`config.mk`:
```
export PLATFORM = sky130hd
export DESIGN_NAME = avg_pool_seq_ctrl
export DESIGN_NICKNAME = d
export VERILOG_FILES = /design/src/rtl/npu_pool_pkg.sv /design/src/rtl/skid_fifo2.sv /design/src/rtl/avg_pool_seq_ctrl.sv
export SDC_FILE = /design/constraint.sdc
export NUM_CORES = 1
export LEC_CHECK = 0
export BUFFER_PORTS_ARGS = -buffer_cell sky130_fd_sc_hd__buf_2
export CAP_MARGIN = 20
export CORE_MARGIN = 8
export CORE_UTILIZATION = 48
export CTS_BUF_LIST = sky130_fd_sc_hd__clkbuf_4 sky130_fd_sc_hd__clkbuf_8 sky130_fd_sc_hd__clkbuf_16
export DETAILED_ROUTE_END_ITERATION = 8
export MAX_ROUTING_LAYER = met4
export PLACE_DENSITY = 0.77
export SETUP_SLACK_MARGIN = 0.05
export SLEW_MARGIN = 10
export SYNTH_ARGS = -nofsm -noshare
export SYNTH_HDL_FRONTEND = slang
export SYNTH_SLANG_ARGS = --single-unit
```
`constraint.sdc`:
```
create_clock -name clk_i -period 3.2 [get_ports clk_i]
set_input_delay 0.32 -clock clk_i [delete_from_list [all_inputs] [get_ports clk_i]]
set_output_delay 0.32 -clock clk_i [all_outputs]
set_load 0.02 [all_outputs]
```
`src/rtl/npu_pool_pkg.sv`:
```
// ----------------------------------------------------------------------------
//  npu_pool_pkg : shared types and helpers for the average_pool sequencer
//  Rev 1.0
// ----------------------------------------------------------------------------
`default_nettype none

package npu_pool_pkg;

    localparam int CNT_W  = 21;
    localparam int DIM_W  = 5;
    localparam int CLS_W  = 10;
    localparam int BYTE_W = 8;

    typedef enum logic [1:0] {
        ST_IDLE  = 2'd0,
        ST_START = 2'd1,
        ST_RUN   = 2'd2,
        ST_DONE  = 2'd3
    } pool_state_e;

    // Bytes the pool will emit for one layer: C+1 when averaging, (D+1)^2*(C+1) otherwise.
    function automatic logic [CNT_W-1:0] calc_total(
        input logic             avg_en,
        input logic [DIM_W-1:0] dim,
        input logic [CLS_W-1:0] cls
    );
        logic [CNT_W-1:0] side;
        logic [CNT_W-1:0] classes;
        logic [CNT_W-1:0] result;
        side    = CNT_W'(dim) + CNT_W'(1);
        classes = CNT_W'(cls) + CNT_W'(1);
        if (avg_en) begin
            result = classes;
        end else begin
            result = side * side * classes;
        end
        return result;
    endfunction

endpackage

`default_nettype wire

```
`src/rtl/skid_fifo2.sv`:
```
// ----------------------------------------------------------------------------
//  skid_fifo2 : 2-entry byte FIFO with registered head output
//  Rev 1.0
// ----------------------------------------------------------------------------
`default_nettype none

module skid_fifo2
    import npu_pool_pkg::*;
(
    input  logic              clk_i,
    input  logic              rst_i,
    input  logic              push_i,
    input  logic [BYTE_W-1:0] push_data_i,
    input  logic              pop_i,
    output logic [BYTE_W-1:0] data_o,
    output logic              full_o,
    output logic              empty_o
);

    logic [1:0]        count_q, count_d;
    logic [BYTE_W-1:0] head_q, head_d;
    logic [BYTE_W-1:0] tail_q, tail_d;
    logic              w_do_pop;
    logic              w_do_push;

    assign w_do_pop  = pop_i && (count_q != 2'd0);
    assign w_do_push = push_i && ((count_q != 2'd2) || w_do_pop);

    always_comb begin
        count_d = count_q;
        head_d  = head_q;
        tail_d  = tail_q;
        case (count_q)
            2'd0: begin
                if (w_do_push) begin
                    head_d  = push_data_i;
                    count_d = 2'd1;
                end
            end
            2'd1: begin
                case ({w_do_push, w_do_pop})
                    2'b11:   head_d = push_data_i;
                    2'b10: begin
                        tail_d  = push_data_i;
                        count_d = 2'd2;
                    end
                    2'b01:   count_d = 2'd0;
                    default: count_d = count_q;
                endcase
            end
            default: begin
                // Full: a pop promotes the tail; a simultaneous push refills it.
                if (w_do_pop) begin
                    head_d = tail_q;
                    if (w_do_push) begin
                        tail_d = push_data_i;
                    end else begin
                        count_d = 2'd1;
                    end
                end
            end
        endcase
    end

    always_ff @(posedge clk_i or posedge rst_i) begin
        if (rst_i) begin
            count_q <= 2'd0;
            head_q  <= '0;
            tail_q  <= '0;
        end else begin
            count_q <= count_d;
            head_q  <= head_d;
            tail_q  <= tail_d;
        end
    end

    assign data_o  = head_q;
    assign full_o  = (count_q == 2'd2);
    assign empty_o = (count_q == 2'd0);

endmodule

`default_nettype wire

```
`src/rtl/avg_pool_seq_ctrl.sv`:
```
// ----------------------------------------------------------------------------
//  avg_pool_seq_ctrl : layer sequencer for average_pool (command -> start -> byte stream -> done)
//  Rev 1.0
// ----------------------------------------------------------------------------
`default_nettype none

module avg_pool_seq_ctrl #(
    parameter int BUF_DEPTH = 2,
    parameter int CNT_W     = 21
) (
    input  logic                            clk_i,
    input  logic                            rst_i,
    input  logic                            cmd_valid_i,
    output logic                            cmd_ready_o,
    input  logic                            cmd_avg_en_i,
    input  logic [npu_pool_pkg::DIM_W-1:0]  cmd_layer_dim_i,
    input  logic [npu_pool_pkg::CLS_W-1:0]  cmd_classes_i,
    output logic                            pool_start_o,
    output logic                            pool_avg_en_o,
    output logic [npu_pool_pkg::DIM_W-1:0]  pool_layer_dim_o,
    output logic [npu_pool_pkg::CLS_W-1:0]  pool_classes_o,
    output logic                            pool_rd_en_o,
    input  logic [npu_pool_pkg::BYTE_W-1:0] pool_rd_data_i,
    input  logic                            pool_empty_i,
    output logic [npu_pool_pkg::BYTE_W-1:0] m_data_o,
    output logic                            m_valid_o,
    input  logic                            m_ready_i,
    output logic                            m_last_o,
    output logic                            busy_o,
    output logic                            done_o
);

    import npu_pool_pkg::*;

    pool_state_e      state_q, state_d;
    logic             cmd_ready_q, cmd_ready_d;
    logic             start_q, start_d;
    logic             done_q, done_d;
    logic             busy_q, busy_d;
    logic             avg_en_q, avg_en_d;
    logic [DIM_W-1:0] dim_q, dim_d;
    logic [CLS_W-1:0] cls_q, cls_d;
    logic [CNT_W-1:0] total_q, total_d;
    logic [CNT_W-1:0] issued_q, issued_d;
    logic [CNT_W-1:0] sent_q, sent_d;
    logic             inflight_q, inflight_d;

    logic             w_accept;
    logic             w_rd_en;
    logic             w_pop;
    logic             w_is_last;
    logic             w_fifo_full;
    logic             w_fifo_empty;
    logic [1:0]       w_occ;
    logic             w_room;

    assign w_occ     = w_fifo_full ? 2'd2 : (w_fifo_empty ? 2'd0 : 2'd1);
    // Count the read in flight so the skid buffer can never be overrun.
    assign w_room    = ({1'b0, w_occ} + {2'b00, inflight_q}) < 3'(BUF_DEPTH);
    assign w_accept  = (state_q == ST_IDLE) && cmd_valid_i && cmd_ready_q;
    assign w_rd_en   = (state_q == ST_RUN) && !pool_empty_i && w_room && (issued_q < total_q);
    assign w_pop     = !w_fifo_empty && m_ready_i;
    assign w_is_last = (sent_q == total_q - CNT_W'(1));

    always_comb begin
        state_d    = state_q;
        avg_en_d   = avg_en_q;
        dim_d      = dim_q;
        cls_d      = cls_q;
        total_d    = total_q;
        issued_d   = issued_q;
        sent_d     = sent_q;
        inflight_d = w_rd_en;
        case (state_q)
            ST_IDLE: begin
                if (w_accept) begin
                    state_d  = ST_START;
                    avg_en_d = cmd_avg_en_i;
                    dim_d    = cmd_layer_dim_i;
                    cls_d    = cmd_classes_i;
                    total_d  = CNT_W'(calc_total(cmd_avg_en_i, cmd_layer_dim_i, cmd_classes_i));
                    issued_d = '0;
                    sent_d   = '0;
                end
            end
            ST_START: state_d = ST_RUN;
            ST_RUN: begin
                issued_d = issued_q + CNT_W'(w_rd_en);
                sent_d   = sent_q + CNT_W'(w_pop);
                if (w_pop && w_is_last) begin
                    state_d = ST_DONE;
                end
            end
            default: state_d = ST_IDLE;
        endcase
        cmd_ready_d = (state_d == ST_IDLE);
        start_d     = (state_d == ST_START);
        done_d      = (state_d == ST_DONE);
        busy_d      = (state_d != ST_IDLE);
    end

    always_ff @(posedge clk_i or posedge rst_i) begin
        if (rst_i) begin
            state_q     <= ST_IDLE;
            cmd_ready_q <= 1'b1;
            start_q     <= 1'b0;
            done_q      <= 1'b0;
            busy_q      <= 1'b0;
            avg_en_q    <= 1'b0;
            dim_q       <= '0;
            cls_q       <= '0;
            total_q     <= '0;
            issued_q    <= '0;
            sent_q      <= '0;
            inflight_q  <= 1'b0;
        end else begin
            state_q     <= state_d;
            cmd_ready_q <= cmd_ready_d;
            start_q     <= start_d;
            done_q      <= done_d;
            busy_q      <= busy_d;
            avg_en_q    <= avg_en_d;
            dim_q       <= dim_d;
            cls_q       <= cls_d;
            total_q     <= total_d;
            issued_q    <= issued_d;
            sent_q      <= sent_d;
            inflight_q  <= inflight_d;
        end
    end

    skid_fifo2 u_skid (
        .clk_i       (clk_i),
        .rst_i       (rst_i),
        .push_i      (inflight_q),
        .push_data_i (pool_rd_data_i),
        .pop_i       (w_pop),
        .data_o      (m_data_o),
        .full_o      (w_fifo_full),
        .empty_o     (w_fifo_empty)
    );

    assign cmd_ready_o      = cmd_ready_q;
    assign pool_start_o     = start_q;
    assign done_o           = done_q;
    assign busy_o           = busy_q;
    assign pool_avg_en_o    = avg_en_q;
    assign pool_layer_dim_o = dim_q;
    assign pool_classes_o   = cls_q;
    assign pool_rd_en_o     = w_rd_en;
    assign m_valid_o        = !w_fifo_empty;
    assign m_last_o         = !w_fifo_empty && w_is_last;

endmodule

`default_nettype wire
```
==> results summary, run 1 <==
The final instance area is 14100 µm². The post-route fraction of the period consumed by the critical path came out at 246%. By startpoint and endpoint, the worst setup path is classified as input port to register.

The final estimated routing congestion in global placement came out at 0.928. The number of placement rows came out at 54. The total number of cells along the worst setup path came out at 33. The average footprint of a synthesized cell came out at 8.79 µm². Clock tree synthesis found a total of 104 sinks. In this run the count of I/O pins placed on the die edge is 60. The delay contributed by the slowest stage of the critical path came out at 0.52 ns.

By area the synthesized netlist is led by dfrtp_1 (25%), fa_1 (17%), ha_1 (12%). The clock buffer count from CTS came out at 9. The post-synthesis cell area came out at 10400 µm². The number of antenna violations at the first check in global routing is 0. The number of buffers and inverters on the critical path is 9. The sum of net half-perimeters after detailed placement is 21300 µm.

Clock-pin slew was measured on the worst setup and hold paths at 0.08 ns. The remaining global-route overflow is 0. The per-cell via count in the routed design is 5.51. In this run the register-to-register setup slack is -0.08 ns. The final number of hold-violating endpoints was 0. In this design, the critical path's most frequently occurring cell is fa_1. The final setup violation count came out at 24. For this block, the routed nets add up to 30000 µm of wire.

The fraction of post-synthesis cell area in the top cell type by area came out at 24.8%. The type of the most critical hold path is input port to asynchronous set/reset pin. The floorplan step defined a die boundary enclosing 26600 µm². At the pin with the least slew margin, the transition time is 0.881 ns.

The kind of start point of the critical path is an input port. The flow ran to the end, but the final reports show violations. In the global route stage, overall resource usage came out at 23.0%. During synthesis, Yosys emitted a total of 0 warnings. The number of nets in the finished design came out at 1666.

The number of distinct library cells after synthesis came out at 66. The tree is rooted in a clkbuf_16. The data arrival time of the critical path is 8.11 ns.

The global-route layer with the greatest usage is met2. The initial cell density of the core is 48.2%. For this run, global-route usage on met3 was measured as 2.87%. The count of input and output buffers is 59. The placeable core region is 21600 µm². The count of mapped cells out of synthesis is 1181. The met1 routing resource usage after global routing came out at 27.1%. The number of pins exceeding their max-slew limit in the final report came out at 0. The TritonCTS clock tree is yes. By count the netlist is led by inv_1 (146), nor2_1 (143), nand2_1 (130), dfrtp_1 (103), ha_1 (98).

The final worst slack is -4.66 ns. The synthesis-stage register bit count is 104. The endpoint of the worst register-to-register path is done_o$_DFF_PP0_.

The async set-reset flop share out of synthesis is 100%. The relative area change from synthesis to final layout is 35.5%. The worst register-to-register path begins at total_q[2]$_DFFE_PP0P_. The timing-limited maximum frequency came out at 127 MHz.

The number of placed instances, taps included, is 1673. The number of detailed-routing iterations run before antenna repair is 5. After detailed routing, the number of remaining DRC violations is 0. The endpoint type of the worst setup path is a register. The die extent in y came out at 163 µm. The most critical setup path has its startpoint at cmd_layer_dim_i[0]. The floorplan die width is 163 µm. The largest fanout on the critical path came out at 4. The pin count of the biggest net entering global routing came out at 105. The first global-routing pass estimated 48200 µm of wire. The worst reg2reg path depth came out at 18. The sequential share of the synthesized area came out at 25.1%. The maximum buffer depth of the clock tree is 2. The via count of the first global-routing pass came out at 10009. The slowest stage of the critical path is the fa_1 cell. The number of DRC markers after the initial detailed-route iteration came out at 714.

The count of vias placed by the detailed router came out at 9578. The most common cell in the synthesized netlist is inv_1. The placed cell area is 12700 µm². The required time reported for the critical path endpoint came out at 3.45 ns. The number of H-tree branching levels came out at 3. The timing endpoint of the critical path is total_q[18]$_DFFE_PP0P_.

The time the final worst path needs with I/O delays and setup is 7.86 ns. The cell family contributing the most delay on the critical path is adder cells. The clock latency on the worst-skew pair is 0.36 ns. Across the whole layout, storage elements account for 2610 µm².

The worst slack at placement is -5.27 ns. The synthesized design spends more area on one cell type than any other, namely dfrtp_1. The final reports fail on setup timing. The predominant post-synthesis flop cell is dfrtp_1. The antenna diode count is 0. Setup repair after global routing could not meet its margin everywhere. Dividing the detail-routed wire length by the instance count gives 17.3 µm. The post-route netlist has 33.0% of its cells at a drive strength greater than 1.

The global-route met2 utilization is 39.5%. After filler insertion, the fill cell instance count of the layout stands at 1543. The multi-input combinational cells in the finished layout cover a total of 8040 µm².

The worst slew slack as a fraction of its limit is 40.9%. The count of antenna-violating nets left after detailed routing came out at 0. The final non-filler cell total came out at 1738. The clock arrives with 0.00972 ns of skew. The count of maximum capacitance violations is 0. The synthesized design contains 0 enable-type register cells.
[cell usage in the layout, fill, tap and decap left out, drive strengths merged, types with 16 or more instances in the layout]
cell,instances
inv,150
fa,86
nand3,32
nor2b,18
nor3,22
and3,16
and2,18
o21ai,43
ha,98
nand2,131
xor2,49
xnor2,47
nand4,16
dfrtp,103
buf,292
a21oi,39
nor2,143
[tightest hold or removal path, stage by stage]
cell and delay [ns]:
buf_2 0.12, inv_4 0.05, buf_12 0.40
[worst min path at each step]
stage                                                 end  cells past startpoint                             from
after global routing         u_skid.data_o[0]$_DFFE_PP0P_                      3                            rst_i
after detailed placement  pool_layer_dim_o[2]$_DFFE_PP0P_                      2  pool_layer_dim_o[2]$_DFFE_PP0P_
after CTS                    u_skid.data_o[0]$_DFFE_PP0P_                      3                            rst_i
after global placement    pool_layer_dim_o[4]$_DFFE_PP0P_                      2  pool_layer_dim_o[4]$_DFFE_PP0P_
after floorplan             pool_classes_o[1]$_DFFE_PP0P_                      2                 cmd_classes_i[1]
final                     pool_layer_dim_o[0]$_DFFE_PP0P_                      3                            rst_i
[repair_timing]
action | in CTS | in global routing
pin swaps | 65 | 61
setup buffers | 35 | 23
gates resized for setup | 93 | 75
setup endpoints to repair | 26 | 39
hold buffers | 0 | 0
[registers in the layout, summed over array words and instances (netlist names)]
register,count
pool_start_o,1
busy_o,1
done_o,1
inflight_q,1
u_skid.count_q,2
u_skid.tail_q,8
pool_layer_dim_o,5
sent_q,21
pool_classes_o,10
cmd_ready_o,1
state_q,2
u_skid.data_o,8
issued_q,21
pool_avg_en_o,1
total_q,21
[kinds of logic (layout without fill, tap and decap cells)]
logic type	Yosys count	after routing	share of synthesized area [%]
simple gates	439	439	19.9
buf+inv	179	455	6.47
fa+ha+maj	184	184	28.4
flops	104	104	25.1
other cells	1	2	0.0361
compound gates	158	158	10.0
xor+xnor	96	96	8.10
mux	20	20	2.04
[stage by stage]
stage	util, %	hold WS (ns)	TNS, ns
floorplan	-	0.425	-61.26
global placement	58.7	0.453	-69.76
detailed placement	58.7	0.458	-71.88
CTS	63.1	0.140	-63.67
global route	65.2	0.132	-69.94
finish	65.2	0.0735	-65.17
[routing by layer]
layer / vias up / part of all wire [%]
li1: 4422 / -
met1: 4743 / 40
met2: 320 / 51
met3: 93 / 5.3
met4: 0 / 3.4
met5: - / 0
[area by class of cell]
cell class	count	share of cell area, %
Clock buffer	9	1.60
Clock inverter	7	0.605
Inverter	147	3.96
Multi-Input combinational cell	899	57.1
Sequential cell	104	18.5
Tap cell	280	2.49
Timing Repair Buffer	292	15.7
Power of run 1 is not shown: default switching activity piles up to over one toggle a cycle in this logic, so the estimate is an artifact.
==> run 2, diff against run 1 <==
CELL_PAD_IN_SITES_DETAIL_PLACEMENT = 0   (was not set)
CELL_PAD_IN_SITES_GLOBAL_PLACEMENT = 1   (was not set)
CORE_MARGIN = 4   (was 8)
CORE_UTILIZATION = 44   (was 48)
MAX_ROUTING_LAYER = not set   (was met4)
PLACE_DENSITY = 0.87   (was 0.77)
==> run 2 against run 1 <==
Count of clock-buffer cells in the layout rose by 1. The flow still finishes with violations (setup timing). First-iteration DRC count decreased by 25%. Maximum frequency down 0.26%. Routed wire length down 9.6%. Final area is 1.8% lower. Non-clock buffer count down 10. Cell count up 1.3%.
==> results summary, run 2 (same netlist as run 1, synthesis figures left out) <==
The clock buffer count from CTS came out at 9 (unchanged). On the critical path, the stage with the largest delay is an instance of fa_1. The most numerous cell on the critical path is fa_1.

The die extent in y is 162 µm (-0.90%). In this run the worst hold path is classified as input port to asynchronous set/reset pin. The worst reg2reg path depth is 17 (-1). The number of detailed-routing iterations run before antenna repair is 4 (-1). The sum of met2 wire segment lengths after detailed routing is 13300 µm (-14%). The final number of hold-violating endpoints came out at 0 (unchanged). The initial cell density of the core came to 45.3% (-2.9 points). The internal reg-to-reg setup slack came to 0.01 ns (+0.09 ns).

The number of placement rows is 55 (+1.9%). The library cells used most frequently in the layout, excluding fill and tap cells, are buf_4 (205), nor2_1 (135), nand2_1 (126). The placeable core region came to 22900 µm² (+6.3%). In this run the critical register-to-register path is launched from total_q[1]$_DFFE_PP0P_. The count of maximum capacitance violations is 0 (unchanged). The per-cell via count in the routed design came to 5.16 (-6.3%).

The number of DRC markers after the initial detailed-route iteration is 534 (-25%). The overall fraction of global-route tracks in use is 21.7% (-1.3 points). The number of antenna violations at the first check in global routing came out at 0 (unchanged). The required time reported for the critical path endpoint came out at 3.45 ns (about the same).

After detailed routing, no signal wire sits above met4. The total met3 wirelength after detailed routing is 909 µm (-43%). The post-detailed-routing wire length was 27100 µm (-9.6%). Clock tree synthesis selected as its root buffer the cell clkbuf_16. The delay contributed by the slowest stage of the critical path is 0.53 ns (about the same).

The TritonCTS clock tree is yes. The pin slew with the least headroom to its limit is 0.856 ns (-0.0248 ns). The most critical setup path has its startpoint at cmd_layer_dim_i[0]. In this run the worst setup path terminates at total_q[18]$_DFFE_PP0P_.

The endpoint identified for the worst register-to-register timing path is issued_q[14]$_DFFE_PP0P_. The number of pins exceeding their max-slew limit in the final report came to 0 (unchanged). The number of nets in the finished design came to 1656 (-0.60%). The final setup violation count is 18 (-25%). The remaining global-route overflow came out at 0 (unchanged). The post-route DRC violation count came out at 0 (unchanged).

The wire length per cell after detailed routing came to 15.4 µm (-11%). The number of H-tree branching levels came out at 3 (unchanged). The largest fanout on the critical path is 4 (unchanged). The time the final worst path needs with I/O delays and setup is 7.88 ns (+0.0208 ns). The final estimated routing congestion in global placement is 0.892 (-3.9%). The count of antenna-violating nets left after detailed routing was 0 (unchanged). The via count of the first global-routing pass is 9759 (-2.5%).

The kind of start point of the critical path is an input port. The flow ran to the end, but the final reports show violations. The floorplan die width came to 162 µm (-0.90%).

The worst slack at placement was -5.19 ns (+0.0753 ns). In the final layout, the registers with the most flip-flops are issued_q: 21 flops, sent_q: 21 flops, total_q: 21 flops. The maximum buffer depth of the clock tree is 2 (unchanged). The largest clock skew in the final design came out at 0.00886 ns (-0.000858 ns).

The worst slew slack as a fraction of its limit came out at 42.5% (+1.7 points). The routed metal-1 wirelength is 12000 µm (about the same). Compared with the post-synthesis result, the final layout area differs by 33.0%. STA classifies the critical path endpoint as a register. The sink count of the clock tree is 104 (unchanged).

The antenna diode count was 0 (unchanged). The count of input and output buffers is 59 (unchanged). The pin count of the biggest net entering global routing is 57 (-46%). The share of final-layout standard cells stronger than drive strength 1 came out at 31.0% (-2.0 points). The checks that failed: setup timing.

The clock transition at the registers of the reported paths came out at 0.07 ns (about the same). Leaving out fill and tap cells, the most frequent cell in the layout is buf_4. The wire length of the first global-routing pass was 46500 µm (-3.5%). The number of placed instances, taps included is 1718 (+2.7%).

The clock latency on the worst-skew pair is 0.36 ns (about the same). The final worst slack came out at -4.68 ns (-0.0208 ns). The top-level I/O count is 60 (unchanged). The floorplan die area came out at 26100 µm² (-1.8%).

The critical path is of the input port to register type. The count of vias placed by the detailed router is 9094 (-5.1%). The data arrival time of the critical path came out at 8.13 ns (+0.02 ns). The timing-limited maximum frequency is 127 MHz (-0.26%). The post-route fraction of the period consumed by the critical path is 246% (+0.65 points). The sum of net half-perimeters after detailed placement came out at 21400 µm (+0.30%). The final non-filler cell total is 1761 (+1.3%). Setup repair after global routing could not meet its margin everywhere.
==> run 2: cell type report <==
cell class              count  area, µm²
clock buffers              10        239
clock inverters             6       72.6
fillers                  1912       9110
inverters                 147        557
multi-input cells         899       7880
flip-flops and latches    104       2610
well taps                 313        392
repair buffers            282       2060
==> run 2: how the worst min path moves through the flow <==
stage | start | cells past startpoint | slack (ns) | end
2_1_floorplan | cmd_classes_i[1] | 2 | 0.43 | pool_classes_o[1]$_DFFE_PP0P_
3_3_place_gp | pool_layer_dim_o[4]$_DFFE_PP0P_ | 2 | 0.46 | pool_layer_dim_o[4]$_DFFE_PP0P_
3_5_place_dp | pool_classes_o[5]$_DFFE_PP0P_ | 2 | 0.46 | pool_classes_o[5]$_DFFE_PP0P_
4_1_cts | rst_i | 2 | 0.09 | busy_o$_DFF_PP0_
5_1_grt | rst_i | 2 | 0.13 | busy_o$_DFF_PP0_
6_report | rst_i | 2 | 0.07 | busy_o$_DFF_PP0_
==> run 2: repair_timing <==
action	4_1_cts	5_1_grt
resized for setup	92	28
buffers inserted	15	11
setup endpoints to repair	31	36
hold buffers	0	0
pin swaps	78	31
==> run 2: critical path: cells and delay by family <==
family / cells / cell delay, ns
adder cells (fa/ha/maj): 11 / 4.52
AO/OA/AOI/OAI: 7 / 1.35
AND/OR/NAND/NOR: 4 / 0.81
XOR/XNOR: 2 / 0.29
buffers and inverters: 10 / 0.86
==> run 2: per-stage QoR <==
stage | utilization [%] | cell area (µm²) | setup TNS [ns] | hold slack [ns]
finish | 60.3 | 13800 | -63.47 | 0.0736
global route | 60.3 | 13800 | -69.25 | 0.133
CTS | 59.4 | 13600 | -62.16 | 0.0939
detailed placement | 55.8 | 12800 | -71.22 | 0.465
global placement | 55.8 | 12800 | -69.39 | 0.456
floorplan | - | 10700 | -61.26 | 0.425
==> run 2: per-layer routing <==
metal / vias to the layer above / track usage, %
li1: 4393 / -
met4: 0 / 8.53
met2: 175 / 36.8
met1: 4462 / 28.0
met5: - / 0
met3: 64 / 3.06
Power of run 2 is left out for the same reason.
